==> config.mk <==
export PLATFORM = sky130hd
export DESIGN_NAME = wbm_arb2
export DESIGN_NICKNAME = d
export VERILOG_FILES = /design/src/rtl/wbm_arb2.sv
export SDC_FILE = /design/constraint.sdc
export NUM_CORES = 1
export LEC_CHECK = 0
export ABC_AREA = 1
export CORE_AREA = 2 2 125 127
export CTS_BUF_LIST = sky130_fd_sc_hd__clkbuf_8
export CTS_CLUSTER_SIZE = 24
export DETAILED_ROUTE_END_ITERATION = 10
export DIE_AREA = 0 0 127 129
export GPL_ROUTABILITY_DRIVEN = 0
export GPL_TIMING_DRIVEN = 0
export PLACE_DENSITY = 0.53
export REMOVE_ABC_BUFFERS = 1
export SLEW_MARGIN = 40
export SYNTH_ARGS = -nofsm -noshare
export SYNTH_HDL_FRONTEND = slang
export SYNTH_SLANG_ARGS = --single-unit
export TNS_END_PERCENT = 50
==> constraint.sdc <==
create_clock -name app_clk -period 2.05 [get_ports app_clk]
set_clock_uncertainty 0.2 [all_clocks]
set_input_delay 0.205 -clock app_clk [delete_from_list [all_inputs] [get_ports app_clk]]
set_output_delay 0.205 -clock app_clk [all_outputs]
set_load 0.02 [all_outputs]
==> src/rtl/wbm_arb2.sv <==
// Two-master Wishbone arbiter onto one slave bus: fixed or round-robin priority, no pre-emption.
// Optional watchdog abort on a stalled grant is enabled with `define WBM_ARB_TIMEOUT_EN.
module wbm_arb2 #(
    parameter int TMO_CYC = 255
) (
    input  logic        app_clk,
    input  logic        srst,
    input  logic        cfg_pri_fix,
    input  logic        m0_stb_i,
    input  logic [31:0] m0_adr_i,
    input  logic        m0_we_i,
    input  logic [31:0] m0_dat_i,
    input  logic [3:0]  m0_sel_i,
    output logic [31:0] m0_dat_o,
    output logic        m0_ack_o,
    output logic        m0_err_o,
    input  logic        m1_stb_i,
    input  logic [31:0] m1_adr_i,
    input  logic        m1_we_i,
    input  logic [31:0] m1_dat_i,
    input  logic [3:0]  m1_sel_i,
    output logic [31:0] m1_dat_o,
    output logic        m1_ack_o,
    output logic        m1_err_o,
    output logic        s_cyc_o,
    output logic        s_stb_o,
    output logic        s_we_o,
    output logic [31:0] s_adr_o,
    output logic [31:0] s_dat_o,
    output logic [3:0]  s_sel_o,
    input  logic [31:0] s_dat_i,
    input  logic        s_ack_i,
    input  logic        s_err_i,
    output logic [1:0]  grant_o
);

    typedef enum logic [1:0] {IDLE, GNT0, GNT1} state_t;

    state_t state_q, state_d;
    logic   last_gnt_q, last_gnt_d;
    logic   own0, own1, own_stb, tmo;

`ifdef WBM_ARB_TIMEOUT_EN
    localparam logic [7:0] TMO_LIM = 8'(TMO_CYC);
    logic [7:0] wdog_q, wdog_d;
`else
    logic unused_tmo;
    assign unused_tmo = ^8'(TMO_CYC);
`endif

    assign own0    = (state_q == GNT0);
    assign own1    = (state_q == GNT1);
    assign own_stb = (own0 & m0_stb_i) | (own1 & m1_stb_i);

    always_comb begin
        state_d    = state_q;
        last_gnt_d = last_gnt_q;
        tmo        = 1'b0;
`ifdef WBM_ARB_TIMEOUT_EN
        wdog_d     = wdog_q;
`endif
        case (state_q)
            IDLE: begin
`ifdef WBM_ARB_TIMEOUT_EN
                wdog_d = 8'd0;
`endif
                // Round-robin favours whichever master did not finish last.
                if (m0_stb_i && m1_stb_i)
                    state_d = (cfg_pri_fix || last_gnt_q) ? GNT0 : GNT1;
                else if (m0_stb_i)
                    state_d = GNT0;
                else if (m1_stb_i)
                    state_d = GNT1;
            end
            GNT0, GNT1: begin
                if (!own_stb) begin
                    state_d = IDLE;
                end else if (s_ack_i || s_err_i) begin
                    state_d    = IDLE;
                    last_gnt_d = own1;
                end else begin
`ifdef WBM_ARB_TIMEOUT_EN
                    if (wdog_q == TMO_LIM) begin
                        tmo        = 1'b1;
                        state_d    = IDLE;
                        last_gnt_d = own1;
                    end else begin
                        wdog_d = wdog_q + 8'd1;
                    end
`endif
                end
            end
            default: state_d = IDLE;
        endcase
    end

    always_comb begin
        s_cyc_o  = own_stb & ~tmo;
        s_stb_o  = own_stb & ~tmo;
        s_we_o   = 1'b0;
        s_adr_o  = 32'd0;
        s_dat_o  = 32'd0;
        s_sel_o  = 4'd0;
        if (own0) begin
            s_we_o  = m0_we_i;
            s_adr_o = m0_adr_i;
            s_dat_o = m0_dat_i;
            s_sel_o = m0_sel_i;
        end else if (own1) begin
            s_we_o  = m1_we_i;
            s_adr_o = m1_adr_i;
            s_dat_o = m1_dat_i;
            s_sel_o = m1_sel_i;
        end
        m0_ack_o = own0 & s_ack_i;
        m1_ack_o = own1 & s_ack_i;
        m0_err_o = own0 & (s_err_i | tmo);
        m1_err_o = own1 & (s_err_i | tmo);
        m0_dat_o = s_dat_i;
        m1_dat_o = s_dat_i;
        grant_o  = {own1, own0};
    end

    always_ff @(posedge app_clk) begin
        if (srst) begin
            state_q    <= IDLE;
            last_gnt_q <= 1'b1;
`ifdef WBM_ARB_TIMEOUT_EN
            wdog_q     <= 8'd0;
`endif
        end else begin
            state_q    <= state_d;
            last_gnt_q <= last_gnt_d;
`ifdef WBM_ARB_TIMEOUT_EN
            wdog_q     <= wdog_d;
`endif
        end
    end

endmodule

==> reports/qor.yml <==
floorplanning:
  die_h_um: 129
  core_um2: 15000
  die_width_um: 127
  num_rows: 45
  die_area_um2: 16400
  start_util_pct: 11.8
  ioPinCount: 318
clock_network:
  ctsHoldBuffers: 0
  numClockSinks: 3
  cts_tree: "built"
  cts_buffers: 3
  insertion_delay_ns: 0.22
  clk_path_buf_depth: 2
  clk_pin_slew_worst_paths_ns: 0.03
  h-tree-depth: 1
  cts-root-buf: "clkbuf_8"
pwr:
  power_mw: 1.58
  peakVddDrop_uv: 282
  p_leak_nw: 1.89
  power_density_nw_per_um2: 423
global_routing:
  grt_pass1_vias: 2807
  grt_pass1_wl_mm: 19.2
  grt_use_total_pct: 16.2
  globalRouteOverflowTotal: 0
  busiest_layer: "met2"
  use_met3_pct: 13.2
  use_met1_pct: 16.3
  gr-usage-met2_pct: 27.0
  grt_start_max_net_pins: 48
  antenna_found_initial: 0
placement:
  dp_hpwl_mm: 10.5
  io_buffers: 221
outcome:
  status: "finished, final reports clean"
sta:
  rsz0062_at_grt: "yes"
  tightest_slew_ns: 0.252
  period_minus_slack_ns: 2.01
  finalCritPeriodShare_pct: 98.0
  fmax_mhz: 498
  slew_headroom_pct: 83.2
  setup_violations: 0
  drv_slew: 0
  finalHoldViolCount: 0
  whs_ns: 0.210
synthesis:
  async_flop_share_pct: 0
  synth_area_per_cell_um2: 5.17
  netlist_top_cells_count: "nand2_1, nand3_1, buf_4"
  ys_seq_area_share_pct: 3.41
  syn_area_um2: 1760
  synth_flop_cell: "dfxtp_1"
  synth_top_area_cell: "nand2_1"
  synth_edf_count: 0
  synth.ff_latch_count: 3
  ys_types: 16
  yosysMostFrequentCell: "nand2_1"
  synth_top_area_share_pct: 31.7
  synthCells: 341
  yosysWarningCount: 0
  synthTopCellsByArea: "nand2_1, buf_4, nand3_1, buf_2, dfxtp_1"
layout:
  fin_nets: 677
  syn_to_final_growth_pct: 112
  drive_above_1_share_pct: 21.0
  diodes: 0
route:
  drtIter0Drc: 114
  drc: 0
  wl_per_cell_um: 21.6
  postRouteAntennaNets: 0
  postRouteWirelength_mm: 14.8
  vias: 2836
  first_pass_iters: 4
  vias_per_cell: 4.15
worst_setup_path:
  worst-r2r-cell-count: 10
  cp-start-kind: "flip-flop"
  crit_type: "reg2out"
  path_max_fanout: 17
  r2r-start: "state_q[1]"
  arrival_ns: 1.60
  worstPathRequired_ns: 1.64
  end_kind: "output pin"
  r2r_end: "state_q[1]"
  rrSetupSlack_ns: 0.34
worst_hold_path:
  hold_path_end: "m0_dat_o[12]"
  min_path_cells: 0
  min_from: "s_dat_i[12]"
  hold_path.class: "in2out"
flow_run:
  maxCapViolCount: 0
registers in the layout, indices dropped and copies added (netlist names):
signal	flops
state_q	2
last_gnt_q	1
how the worst max path moves through the flow:
stage,startpoint,depth (start not counted),slack (ns),end
global route,state_q[1],7,-0.02,s_adr_o[14]
CTS,state_q[1],7,0.0002,s_adr_o[9]
floorplan,state_q[1],5,-1.34,s_adr_o[0]
global placement,state_q[1],6,-3.00,s_dat_o[0]
detailed placement,state_q[1],7,-0.83,s_sel_o[0]
finish,state_q[1],7,0.04,s_adr_o[14]
logic make-up after synthesis:
| kind of cell | count (synthesis) | synth area share [%] |
|---|---|---|
| flip-flops | 3 | 3.41 |
| AO/OA/AOI/OAI | 4 | 1.28 |
| AND/OR/NAND/NOR | 229 | 54.5 |
| buffers and inverters | 102 | 38.7 |
| adder cells (fa/ha/maj) | 3 | 2.13 |
cell type report:
cell class / instances / area, um^2
Timing Repair inverter: 6 / 105
Clock inverter: 1 / 3.75
Inverter: 12 / 61.3
Tap cell: 188 / 235
Fill cell: 1698 / 11200
Sequential cell: 3 / 61.3
Multi-Input combinational cell: 236 / 1040
Clock buffer: 3 / 41.3
Timing Repair Buffer: 235 / 2180
where the power goes:
part | internal [mW] | switching (mW)
clock | 0.128 | 0.0416
combinational | 0.613 | 0.723
sequential | 0.0654 | 0.00627
what timing repair did:
item | in CTS | in global routing
endpoints found under the setup margin | 78 | 52
pin swaps | 2 | 0
resized for setup | 251 | 45
gates cloned | 7 | 3
hold endpoints to repair | 0 | 0
buffers inserted | 6 | 2
worst max-delay path: stages, from the launching register on:
cell,delay [ns]
dfxtp_2,0.33
inv_2,0.09
ha_4,0.20
buf_16,0.25
inv_8,0.12
nand3_1,0.08
nand2_1,0.05
clkdlybuf4s15_2,0.25
routing by layer:
metal	part of all wire (%)	wire, um
met2	46	6860
met3	18	2670
met1	35	5120
met5	0.56	82
met4	0.24	36
per-stage QoR:
step	instance area (um^2)	utilization, %	TNS, ns	cells	setup slack [ns]
after floorplan	1120	-	-98.53	251	-1.34
after CTS	3790	25.3	0	679	0.000194
after global routing	3730	24.9	-0.0186	684	-0.0180
after detailed placement	3640	24.3	-54.17	662	-0.828
final	3730	24.9	0	684	0.0406
after global placement	3570	23.9	-220.99	660	-3.00
layout by cell type, fill, tap and decap left out, drive strengths merged:
cell type        n
nand2          150
nor2             5
clkdlybuf4s15   13
clkbuf          15
a21oi            2
dlygate4sd2      4
clkdlybuf4s50  144
a21boi           1
dfxtp            3
bufbuf           3
buf             59
clkinv           1
inv             18
ha               3
nand3           74
o21ai            1
Power figures use the tool's default switching activity.
